File: src/rtl/fpu_op_sequencer_pkg.sv
// Shared definitions for the FPU op sequencer: opcodes, FSM states, float field widths, flag bits.
package fpu_op_sequencer_pkg;

  localparam int FP_S = 1;
  localparam int FP_E = 7;
  localparam int FP_M = 15;
  localparam int FP_W = FP_S + FP_E + FP_M;

  localparam logic [2:0] OP_ADD  = 3'd0;
  localparam logic [2:0] OP_SUB  = 3'd1;
  localparam logic [2:0] OP_MUL  = 3'd2;
  localparam logic [2:0] OP_DIV  = 3'd3;
  localparam logic [2:0] OP_SQRT = 3'd4;
  localparam logic [2:0] OP_MOV  = 3'd5;
  localparam logic [2:0] OP_SYNC = 3'd6;
  localparam logic [2:0] OP_ILL  = 3'd7;

  localparam int FLAG_ZERO = 0;
  localparam int FLAG_OVF  = 1;
  localparam int FLAG_UNF  = 2;
  localparam int FLAG_W    = 3;

  typedef enum logic [2:0] {
    ST_IDLE,
    ST_ISSUE,
    ST_SETTLE,
    ST_WAIT,
    ST_WB,
    ST_DRAIN
  } state_e;

  typedef struct packed {
    logic [2:0] op;
    logic [1:0] dst;
    logic [1:0] srca;
    logic [1:0] srcb;
  } cmd_t;

  localparam int CMD_W = $bits(cmd_t);

endpackage

File: src/rtl/fpu_seq_fifo.sv
// Synchronous command FIFO; output is the head entry, pop takes effect at the clock edge.
// Push is refused when full unless a pop happens in the same cycle (level then unchanged).
module fpu_seq_fifo #(
  parameter int DEPTH = 4,
  parameter int WIDTH = 9
) (
  input  logic                     clk,
  input  logic                     reset,
  input  logic                     push,
  input  logic [WIDTH-1:0]         din,
  input  logic                     pop,
  output logic [WIDTH-1:0]         dout,
  output logic                     full,
  output logic                     empty,
  output logic [$clog2(DEPTH):0]   level
);

  localparam int AW = $clog2(DEPTH);

  logic [WIDTH-1:0] mem [DEPTH];
  logic [AW-1:0]    wr_ptr;
  logic [AW-1:0]    rd_ptr;
  logic             do_push;
  logic             do_pop;

  assign full    = (level == (AW+1)'(DEPTH));
  assign empty   = (level == '0);
  assign do_pop  = pop & ~empty;
  assign do_push = push & (~full | do_pop);
  assign dout    = mem[rd_ptr];

  always_ff @(posedge clk) begin
    if (do_push) mem[wr_ptr] <= din;
  end

  // Pointers are AW bits wide, so DEPTH being a power of two makes wrap free.
  always_ff @(posedge clk or posedge reset) begin
    if (reset) begin
      wr_ptr <= '0;
      rd_ptr <= '0;
      level  <= '0;
    end else begin
      if (do_push) wr_ptr <= wr_ptr + 1'b1;
      if (do_pop)  rd_ptr <= rd_ptr + 1'b1;
      case ({do_push, do_pop})
        2'b10:   level <= level + 1'b1;
        2'b01:   level <= level - 1'b1;
        default: ;
      endcase
    end
  end

endmodule

File: src/rtl/fpu_op_sequencer.sv
// Queues FPU commands and runs them one at a time against a 4-entry register file; done is registered.
// FPU_SEQ_TIMEOUT_EN adds a WAIT/DRAIN watchdog with a sticky err_timeout output.
module fpu_op_sequencer
  import fpu_op_sequencer_pkg::*;
#(
  parameter int FIFO_DEPTH     = 4,
  parameter int TIMEOUT_CYCLES = 255
) (
  input  logic              clk,
  input  logic              reset,
  input  logic              cmd_valid,
  output logic              cmd_ready,
  input  logic [2:0]        cmd_op,
  input  logic [1:0]        cmd_dst,
  input  logic [1:0]        cmd_srca,
  input  logic [1:0]        cmd_srcb,
  input  logic              host_wr_en,
  input  logic [1:0]        host_addr,
  input  logic [FP_W-1:0]   host_wdata,
  output logic [FP_W-1:0]   host_rdata,
  input  logic              flags_clr,
  output logic [FLAG_W-1:0] sticky_flags,
  output logic              err_illegal,
`ifdef FPU_SEQ_TIMEOUT_EN
  output logic              err_timeout,
`endif
  output logic              busy,
  output logic              done,
  output logic              fpu_add,
  output logic              fpu_sub,
  output logic              fpu_mul,
  output logic              fpu_div,
  output logic              fpu_sqrt,
  output logic [FP_W-1:0]   fpu_a,
  output logic [FP_W-1:0]   fpu_b,
  input  logic [FP_W-1:0]   fpu_res,
  input  logic [FLAG_W-1:0] fpu_flags,
  input  logic              fpu_idle
);

  if (FIFO_DEPTH < 2 || (FIFO_DEPTH & (FIFO_DEPTH - 1)) != 0 || TIMEOUT_CYCLES < 1) begin : g_bad_cfg
    $error("fpu_op_sequencer: FIFO_DEPTH must be a power of two >= 2 and TIMEOUT_CYCLES >= 1");
  end

  state_e                      state, state_nxt;
  cmd_t                        push_cmd, head, cur;
  logic [CMD_W-1:0]            head_raw;
  logic                        fifo_full, fifo_empty, pop;
  logic [$clog2(FIFO_DEPTH):0] fifo_level;
  logic [FP_W-1:0]             regs [4];
  logic [FP_W-1:0]             a_q, b_q;
  logic                        seq_we, done_set, illegal_set, to_hit;
  logic [1:0]                  seq_waddr;
  logic [FP_W-1:0]             seq_wdata;

  assign push_cmd = '{op: cmd_op, dst: cmd_dst, srca: cmd_srca, srcb: cmd_srcb};
  assign head     = cmd_t'(head_raw);

  fpu_seq_fifo #(.DEPTH(FIFO_DEPTH), .WIDTH(CMD_W)) u_fifo (
    .clk   (clk),
    .reset (reset),
    .push  (cmd_valid & cmd_ready),
    .din   (push_cmd),
    .pop   (pop),
    .dout  (head_raw),
    .full  (fifo_full),
    .empty (fifo_empty),
    .level (fifo_level)
  );

  assign cmd_ready  = ~fifo_full;
  assign busy       = (fifo_level != '0) | (state != ST_IDLE);
  assign host_rdata = regs[host_addr];
  // Operands come straight from the regfile in ISSUE, then from the captured copy until the op ends.
  assign fpu_a      = (state == ST_ISSUE) ? regs[cur.srca] : a_q;
  assign fpu_b      = (state == ST_ISSUE) ? regs[cur.srcb] : b_q;

`ifdef FPU_SEQ_TIMEOUT_EN
  localparam int TW = $clog2(TIMEOUT_CYCLES + 1);
  logic [TW-1:0] wd_cnt;
  logic          to_fire;

  always_ff @(posedge clk or posedge reset) begin
    if (reset)                                      wd_cnt <= '0;
    else if (state == ST_WAIT || state == ST_DRAIN) wd_cnt <= wd_cnt + 1'b1;
    else                                            wd_cnt <= '0;
  end

  assign to_hit  = (wd_cnt == TW'(TIMEOUT_CYCLES - 1));
  assign to_fire = to_hit & ~fpu_idle & (state == ST_WAIT || state == ST_DRAIN);

  always_ff @(posedge clk or posedge reset) begin
    if (reset)          err_timeout <= 1'b0;
    else if (to_fire)   err_timeout <= 1'b1;
    else if (flags_clr) err_timeout <= 1'b0;
  end
`else
  assign to_hit = 1'b0;
`endif

  always_ff @(posedge clk or posedge reset) begin
    if (reset) state <= ST_IDLE;
    else       state <= state_nxt;
  end

  always_comb begin
    state_nxt   = state;
    pop         = 1'b0;
    seq_we      = 1'b0;
    seq_waddr   = cur.dst;
    seq_wdata   = fpu_res;
    done_set    = 1'b0;
    illegal_set = 1'b0;
    fpu_add     = 1'b0;
    fpu_sub     = 1'b0;
    fpu_mul     = 1'b0;
    fpu_div     = 1'b0;
    fpu_sqrt    = 1'b0;
    case (state)
      ST_IDLE: begin
        if (!fifo_empty) begin
          pop = 1'b1;
          case (head.op)
            OP_ADD, OP_SUB, OP_MUL, OP_DIV, OP_SQRT: state_nxt = ST_ISSUE;
            OP_MOV: begin
              seq_we    = 1'b1;
              seq_waddr = head.dst;
              seq_wdata = regs[head.srca];
              done_set  = 1'b1;
            end
            OP_SYNC: state_nxt = ST_DRAIN;
            default: begin
              illegal_set = 1'b1;
              done_set    = 1'b1;
            end
          endcase
        end
      end
      ST_ISSUE: begin
        fpu_add   = (cur.op == OP_ADD);
        fpu_sub   = (cur.op == OP_SUB);
        fpu_mul   = (cur.op == OP_MUL);
        fpu_div   = (cur.op == OP_DIV);
        fpu_sqrt  = (cur.op == OP_SQRT);
        state_nxt = ST_SETTLE;
      end
      // The fpu may still report idle for a cycle after the start pulse.
      ST_SETTLE: state_nxt = ST_WAIT;
      ST_WAIT: begin
        if (fpu_idle) begin
          state_nxt = ST_WB;
        end else if (to_hit) begin
          state_nxt = ST_IDLE;
          done_set  = 1'b1;
        end
      end
      ST_WB: begin
        seq_we    = 1'b1;
        done_set  = 1'b1;
        state_nxt = ST_IDLE;
      end
      ST_DRAIN: begin
        if (fpu_idle || to_hit) begin
          done_set  = 1'b1;
          state_nxt = ST_IDLE;
        end
      end
      default: state_nxt = ST_IDLE;
    endcase
  end

  always_ff @(posedge clk or posedge reset) begin
    if (reset) begin
      cur          <= '0;
      a_q          <= '0;
      b_q          <= '0;
      done         <= 1'b0;
      sticky_flags <= '0;
      err_illegal  <= 1'b0;
      for (int i = 0; i < 4; i++) regs[i] <= '0;
    end else begin
      done <= done_set;
      if (pop) cur <= head;
      if (state == ST_ISSUE) begin
        a_q <= regs[cur.srca];
        b_q <= regs[cur.srcb];
      end
      // Sequencer writeback beats a host write to the same entry.
      for (int i = 0; i < 4; i++) begin
        if (seq_we && seq_waddr == 2'(i))         regs[i] <= seq_wdata;
        else if (host_wr_en && host_addr == 2'(i)) regs[i] <= host_wdata;
      end
      if (state == ST_WB) sticky_flags <= (flags_clr ? '0 : sticky_flags) | fpu_flags;
      else if (flags_clr) sticky_flags <= '0;
      if (illegal_set)    err_illegal <= 1'b1;
      else if (flags_clr) err_illegal <= 1'b0;
    end
  end

endmodule
File: config.mk
export PLATFORM = sky130hd
export DESIGN_NAME = fpu_op_sequencer
export DESIGN_NICKNAME = d
export VERILOG_FILES = /design/src/rtl/fpu_op_sequencer_pkg.sv /design/src/rtl/fpu_seq_fifo.sv /design/src/rtl/fpu_op_sequencer.sv
export SDC_FILE = /design/constraint.sdc
export NUM_CORES = 1
export LEC_CHECK = 0
export CAP_MARGIN = 0
export CORE_ASPECT_RATIO = 1.25
export CORE_MARGIN = 2
export CORE_UTILIZATION = 55
export CTS_CLUSTER_DIAMETER = 40
export DETAILED_ROUTE_END_ITERATION = 10
export PLACE_DENSITY = 0.86
export REMOVE_ABC_BUFFERS = 1
export SYNTH_ARGS = -nofsm -noshare
export SYNTH_HDL_FRONTEND = slang
export SYNTH_SLANG_ARGS = --single-unit
File: constraint.sdc
create_clock -name clk -period 12.3 [get_ports clk]
set_input_delay 1.23 -clock clk [delete_from_list [all_inputs] [get_ports clk]]
set_output_delay 1.23 -clock clk [all_outputs]
set_load 0.01 [all_outputs]
**Word level (Yosys, flattened, before mapping)**

Memories as Yosys holds them, arrays and structs flattened.
Index checks and enable logic that the tools add are counted.

- Bits in writable memories: 36
- Logic and storage cells: 149
- Register bits after elaboration: 162
- Input bits: 66
- Memories kept: 1

Memories:

| memory | depth | bits a word | rd ports | clocked after memory_dff | write ports | RTL line | RTL |
|---|---|---|---|---|---|---|---|
| u_fifo.mem | 4 | 9 | 1 | 0 | 1 | fpu_seq_fifo.sv:20 | `logic [WIDTH-1:0] mem [DEPTH];` |

- Add/sub/neg operators: 4
- Reduce and logical (&&, ||, !) cells: 26
- Equal/unequal tests: 28
- Multiplexer cells: 57
- $lt $le $gt $ge: 4
- Bitwise logic cells: 12

Operators by type and width:

| cell | number |
|---|---|
| $mux 23 | 21 |
| $bmux 23 s2 | 4 |
| $eq 3x3->1 const B | 7 |
| $mux 1 | 19 |
| $eq 3x2->1 const B | 6 |
| $mux 3 | 5 |
| $pmux 3 s5 | 1 |
| $ge 3x3->1 const B | 4 |
| $logic_not 3->1 | 4 |
| $not 2->3 | 4 |
| $pmux 3 s2 | 2 |
| $reduce_bool 2->1 | 6 |
| $eq 2x2->1 const B | 5 |
| $eq 3x1->1 const B | 3 |
| $logic_and 1x1->1 | 8 |
| $reduce_or 7->1 | 1 |
| $eq 2x1->1 const B | 3 |
| $mux 2 | 3 |
| $ne 2x2->1 const B | 3 |
| $reduce_bool 3->1 | 2 |
| $reduce_or 6->1 | 1 |
| $reduce_or 5->1 | 1 |
| $add 2x1->2 const B | 2 |
| $logic_not 2->1 | 2 |
| 10 further kinds | 14 |

**Longest topological paths before layout**

Gate-level depths: netlist of the first run.
An unclocked memory read counts as a cell.

- Depth in word-level cells: 9
- Gate-level depth with buffers: 9

**Modules after synthesis**

A second synthesis of the first run with hierarchy kept.

- Cell total of the unflattened synthesis: 929
- Area total of the unflattened synthesis: 11,307.1 sq um

By module, submodules not included:

| module | seq. area each (sq um) | times used | cells each | area each (sq um) |
|---|---|---|---|---|
| fpu_op_sequencer | 3,878.7 | 1 | 843 | 9,572.9 |
| fpu_seq_fifo | 1,256.2 | 1 | 86 | 1,734.2 |

**Worst setup path before layout of the first run**

OpenSTA, ideal clock, no wires.

- Kind: in2out
- Start point: input port host_addr[0]
- End point: output port host_rdata[12]
- Path slack: 8.370 ns
- Stages: 3
- Required time: 11.070 ns
- Arrival: 2.700 ns
- Cell sequence: clkbuf_1 -> buf_1 -> mux4_2

- Word-level cells in the longest chain between the ends: 4

Ends and longest elaborated chain:

| element | RTL line | RTL |
|---|---|---|
| from (decl) | fpu_op_sequencer.sv:18 | `input logic [1:0] host_addr,` |
| $not 2->3 (implied by the code) | fpu_op_sequencer.sv:73 | `assign host_rdata = regs[host_addr];` |
| $bmux 23 s2 | fpu_op_sequencer.sv:73 |  |
| $mux 23 (implied by the code) (2 in a row) | fpu_op_sequencer.sv:73 |  |
| to (decl) | fpu_op_sequencer.sv:20 | `output logic [FP_W-1:0] host_rdata,` |

Every way passes these cells. The select of a mux whose other input is x is not followed.

**Worst setup path in the final report of the first run**

- Start point: input port host_addr[0]
- End point: output port host_rdata[10]

The elaborated chain is that of the path after synthesis.

==> results of run 1 <==
placed cells by master (no fill, tap or decap), types with 7 or more instances in the layout:
cell type	instances
mux2i_1	277
dfrtp_1	160
nand2_1	147
clkdlybuf4s50_1	145
mux4_2	76
edfxtp_1	36
clkbuf_16	17
buf_4	11
and3_1	8
inv_1	8
mux2_2	8
nor2_1	7
synthesized netlist by cell type, drive strengths merged (2+ instances only):
library cell,number
clkbuf,28
o21ai,4
mux2i,277
nor2b,2
a32o,2
nand2,148
nor4b,2
a21boi,2
dfrtp,162
nand3,6
nor3,3
mux2,8
and3,8
ha,5
nand2b,3
a22o,3
xor2,2
inv,10
nand3b,2
xnor2,4
nor2,8
edfxtp,36
mux4,78
buf,28
logic make-up (layout without fill, tap and decap cells):
| family | Yosys count | in the layout | synth area share (%) |
|---|---|---|---|
| fa+ha+maj | 6 | 6 | 0.738 |
| xor+xnor | 6 | 6 | 0.470 |
| compound gates | 16 | 16 | 1.52 |
| flops | 198 | 198 | 45.9 |
| buf+inv | 66 | 199 | 2.83 |
| simple gates | 186 | 186 | 7.16 |
| mux | 363 | 363 | 41.4 |
worst max-delay path: stages:
cell and delay, ps:
buf_2 720, mux4_2 590, clkdlybuf4s50_1 540
registers in the layout, summed over array words and instances, names as in the netlist, 2 cells and up:
| name | flops |
|---|---|
| regs | 92 |
| u_fifo.mem | 36 |
| a_q | 23 |
| b_q | 23 |
| cur | 9 |
| state | 3 |
| sticky_flags | 3 |
| u_fifo.level | 3 |
| u_fifo.rd_ptr | 2 |
| u_fifo.wr_ptr | 2 |
routing by layer:
layer / share of wire [%] / vias to the layer above / global-route usage, %
li1: - / 3364 / -
met1: 41 / 3927 / 34.5
met2: 50 / 295 / 46.0
met3: 6.5 / 54 / 5.68
met4: 2.7 / 0 / 9.54
met5: 0 / - / 0
cell type report:
cell class | instances | area share (%)
Multi-Input combinational cell | 577 | 43.0
Sequential cell | 198 | 38.4
Timing Repair Buffer | 157 | 11.5
Tap cell | 270 | 2.52
Inverter | 10 | 0.318
Clock buffer | 17 | 3.18
Clock inverter | 15 | 1.17
power groups by stage:
| stage | sequential, mW | combinational [mW] | clock [mW] |
|---|---|---|---|
| 6_report | 1.32 | 1.80 | 0.556 |
| 5_1_grt | 1.36 | 1.93 | 0.593 |
| 4_1_cts | 1.31 | 1.81 | 0.565 |
| 3_5_place_dp | 1.32 | 1.80 | 0 |
| 3_3_place_gp | 1.31 | 1.74 | 0 |
| 2_1_floorplan | 1.20 | 1.20 | 0 |
worst paths after layout:
| path | end | slack (ps) |
|---|---|---|
| min in group asynchronous | regs[39] | 1370 |
| min | a_q[18] | 470 |
| max reg2reg | regs[49] | 8950 |
| max | host_rdata[10] | 7970 |
| min reg2reg | a_q[18] | 470 |
| max in group asynchronous | regs[34] | 9450 |
metrics by stage:
step                      util (%)  hold WS, ps  instances  instance area [um^2]
after floorplan                  -          474        785                 10900
after global placement        63.9          455       1212                 12800
after detailed placement      63.9          461       1212                 12800
after CTS                     66.9          480       1244                 13400
after global routing          66.9          494       1244                 13400
final                         66.9          474       1244                 13400
==> reports/summary.txt, run 1 <==
post-synthesis cell area: 11200 um^2
CTS sink count: 198
Clock Tree Root: clkbuf_16
clock period minus worst slack: 4330 ps
normalized max-slew margin: 21.7%
via count: 7640
post-CTS repair timing setup buffer count: 0
antenna violations before repair: 1
number of routed nets with antenna violations: 0
Switching Fraction: 38.6%
worst-skew pair later-pin latency: 430 ps
Final Slew Violations: 0
type of the tightest min-delay check: reg2reg
number of inserted diodes: 0
total DRC errors in the routed layout: 0
Setup crit end kind: primary output
status: completed
largest clock skew in the final design: 11.6 ps
predominant post-synthesis flop cell: dfrtp_1
chip width: 132 um
setup tns final: 0 ps
Final Total Pwr: 3.67 mW
share of the yosys chip area belonging to registers: 45.9%
worst-case vdd ir drop: 0.000159 V
number of fillers in the final layout: 1472
GR Overflow Total: 0
Worst Path Required: 11070 ps
final routed wirelength across all metal layers: 27900 um
synthesized instance count: 841
total of cells resized after clock tree synthesis: 0
top achievable clock speed: 231 MHz
clock transition at the register clock pins on the worst setup and hold paths after CTS: 70 ps
setup violation total in the final timing report: 0
unrepaired setup endpoints after global routing: no
number of enable-type register cells in the synthesized netlist: 36
distinct cell type count after synthesis: 44
global-route usage over all layers: 27.0%
Layout Area Growth over Synthesis: 19.7%
pre-CTS setup slack: 7930 ps
initial core utilization: 55.8%
CTS hold repair buffers: 0
via count of the first global-routing pass: 8029
transition at the pin with the smallest max-transition slack: 1170 ps
total net switching power: 1.42 mW
critical register-to-register path startpoint: u_fifo.rd_ptr[0]
largest net degree at the start of global routing: 96
internal power contribution: 2.26 mW
routed length per instance: 22.5 um
combined area of the multi-input logic cells: 5750 um^2
final hold vios: 0
power per unit of standard cell area: 274 nW/um^2
number of I/O pins: 147
share of flip-flops with an asynchronous set or reset: 81.8%
top fanout value on the critical path: 27
core box area: 20000 um^2
top cells by area in the synthesized netlist: dfrtp_1 36%, mux2i_1 25%, mux4_2 15%
smallest setup slack after layout: 7970 ps
register area: 5140 um^2
Yosys top cell by area: dfrtp_1
period utilization: 35.2%
synthesized flop and latch total: 198
# H-tree levels: 4
fraction of power consumed by combinational cells: 49.0%
clock network power share: 15.1%
count of maximum capacitance violations: 0
die height: 163 um
TritonRoute pass-1 iters: 4
fraction of final layout cells with drive strength greater than 1: 15.0%
wire length of the first global-routing pass: 44500 um
number of cells on the worst hold path: 2
average footprint of a synthesized cell: 13.3 um^2
net count of the finished layout: 1033
Yosys Warn Count: 0
part of the power in registers: 35.9%
arrival time reported for the critical path endpoint: 3100 ps
area share of the largest cell type after synthesis: 36.2%
Min-Delay Startpoint: a_q[18]
routability congestion estimate from global placement: 0.809
TritonCTS clock tree: built
length in cells of the worst reg-to-reg path: 5
maximum count of clock buffers along a single path: 2
path type of the worst setup path: in2out
CTS Buf Count: 17
timing startpoint of the critical path: host_addr[0]
Iter 0 DRT Violations: 625
via density per instance: 6.14
Site Rows: 58
overall die area: 21500 um^2
number of buffers added on ports: 146
leakage dissipation: 6.07 nW
kind of start point of the critical path: primary input
post-DP HPWL: 17800 um
No activity file was read; power rests on OpenSTA's default activity.
==> run 2, diff against run 1 <==
==> constraint.sdc (replaced) <==
create_clock -name clk -period 4.4 [get_ports clk]
set_input_delay 0.44 -clock clk [delete_from_list [all_inputs] [get_ports clk]]
set_output_delay 0.44 -clock clk [all_outputs]
set_load 0.01 [all_outputs]
==> run 2 against run 1 <==
Critical endpoint is now fpu_a[2]. Hold slack improved by 3.4 ps. Largest cell class unchanged. Power grew to 2.8 times the previous value. Global-route usage is 0.72 points higher. Die area unchanged. Register-to-register slack got worse by 7700 ps. Critical path type is now reg2out. Sequential share of layout area is 0.24 points lower. Via count grew 2.2%. Sequential cell count is the same. Largest power group unchanged.
==> reports/summary.txt, run 2 (synthesis gave the netlist of run 1 again) <==
total DRC errors in the routed layout: 0
flip-flop count of the largest register after layout: 92
top fanout value on the critical path: 46
fraction of final layout cells with drive strength greater than 1: 15.6%
power per unit of standard cell area: 771 nW/um^2
initial core utilization: 55.8%
clock transition at the register clock pins on the worst setup and hold paths after CTS: 70 ps
setup violation total in the final timing report: 0
Worst Path Required: 3960 ps
chip width: 132 um
TritonRoute pass-1 iters: 5
via density per instance: 6.24
post-DP HPWL: 18200 um
type of the tightest min-delay check: reg2reg
die height: 163 um
worst-case vdd ir drop: 0.000431 V
unrepaired setup endpoints after global routing: no
status: completed
count of maximum capacitance violations: 0
Setup crit end kind: primary output
Biggest register: regs
overall die area: 21500 um^2
final hold vios: 0
GR Overflow Total: 0
largest clock skew in the final design: 15.3 ps
TritonCTS clock tree: built
pre-CTS setup slack: 1300 ps
maximum count of clock buffers along a single path: 2
stage delay of the slowest cell on the critical path: 820 ps
Final Slew Violations: 0
total of cells resized after clock tree synthesis: 0
setup tns final: 0 ps
smallest hold slack: 478 ps
library cell contributing the largest single delay on the critical path: and2_2
number of inserted diodes: 0
Clock Tree Root: clkbuf_16
kind of start point of the critical path: flip-flop
post-CTS repair timing setup buffer count: 0
leakage dissipation: 6.10 nW
Register-to-Register Setup Slack: 1240 ps
global-route usage over all layers: 27.7%
clock period minus worst slack: 3340 ps
normalized max-slew margin: 23.6%
Site Rows: 58
Iter 0 DRT Violations: 622
crit-path most repeated cell: nand2_1
biggest registers after layout: regs: 92 flops, u_fifo.mem: 36 flops
period utilization: 76.0%
number of I/O pins: 147
antenna violations before repair: 1
CTS Buf Count: 17
most common cell after layout, fill and taps aside: mux2i_1
CTS hold repair buffers: 0
Layout Area Growth over Synthesis: 20.5%
transition at the pin with the smallest max-transition slack: 1150 ps
number of buffers added on ports: 146
path type of the worst setup path: reg2out
commonest cells after routing, fill and taps aside: 277 x mux2i_1, 160 x dfrtp_1, 147 x nand2_1, 145 x clkdlybuf4s50_1, 76 x mux4_2
CTS sink count: 198
net count of the finished layout: 1040
cells along the critical path: nor2_1, and2_2, nand2_1, nand2_1, clkdlybuf4s50_1
routability congestion estimate from global placement: 0.795
via count of the first global-routing pass: 8223
smallest setup slack after layout: 1060 ps
arrival time reported for the critical path endpoint: 2900 ps
final routed wirelength across all metal layers: 28600 um
via count: 7805
largest net degree at the start of global routing: 87
number of routed nets with antenna violations: 0
wire length of the first global-routing pass: 45900 um
worst-skew pair later-pin latency: 440 ps
core box area: 20000 um^2
# H-tree levels: 4
routed length per instance: 22.9 um
top achievable clock speed: 299 MHz
[run 2: cell count changes in the layout (fill, tap and decap cells not counted), sizes merged]
cell and change:
inv -5, clkinvlp +3, clkbuf +4, buf +7, clkinv -2
[run 2: worst paths after layout]
| path | startpoint | to | depth (start not counted) |
|---|---|---|---|
| min | b_q[9] | b_q[9] | 2 |
| max in group asynchronous | reset | b_q[9] | 3 |
| min reg2reg | b_q[9] | b_q[9] | 2 |
| max reg2reg | u_fifo.rd_ptr[0] | regs[87] | 6 |
| max | state[1] | fpu_a[2] | 5 |
| min in group asynchronous | reset | b_q[13] | 2 |
[run 2: worst max-delay path, delay by kind of cell, from the launching register on]
kind / cells / cell delay [ps]
AND/OR/NAND/NOR: 4 / 1410
flip-flops: 1 / 450
buffers and inverters: 1 / 550
[run 2: where the power goes]
part           total [mW]  internal, mW  switching (mW)
combinational        5.09          2.84            2.25
clock                1.62         0.889           0.730
sequential           3.68          2.68            1.00
[run 2: layer usage]
layer	vias to the layer above	track usage (%)	part of all wire (%)
met5	-	0	0
met4	0	11.7	2.9
met3	59	5.49	6.3
met2	336	46.8	51
met1	4028	35.2	40
li1	3382	-	-
[run 2: layout make-up]
type	instances	area [um^2]
Inverter	10	42.5
Clock inverter	11	109
Multi-Input combinational cell	577	5750
Clock buffer	21	503
Tap cell	270	338
Sequential cell	198	5140
Fill cell	1447	6560
Timing Repair Buffer	164	1590
[run 2: metrics by stage]
stage | util, % | instances | power [mW] | instance area (um^2)
after global routing | 67.3 | 1251 | 11.0 | 13500
after floorplan | - | 785 | 6.71 | 10900
after global placement | 64.2 | 1219 | 8.52 | 12900
final | 67.3 | 1251 | 10.4 | 13500
after detailed placement | 64.2 | 1219 | 8.75 | 12900
after CTS | 67.3 | 1251 | 10.4 | 13500
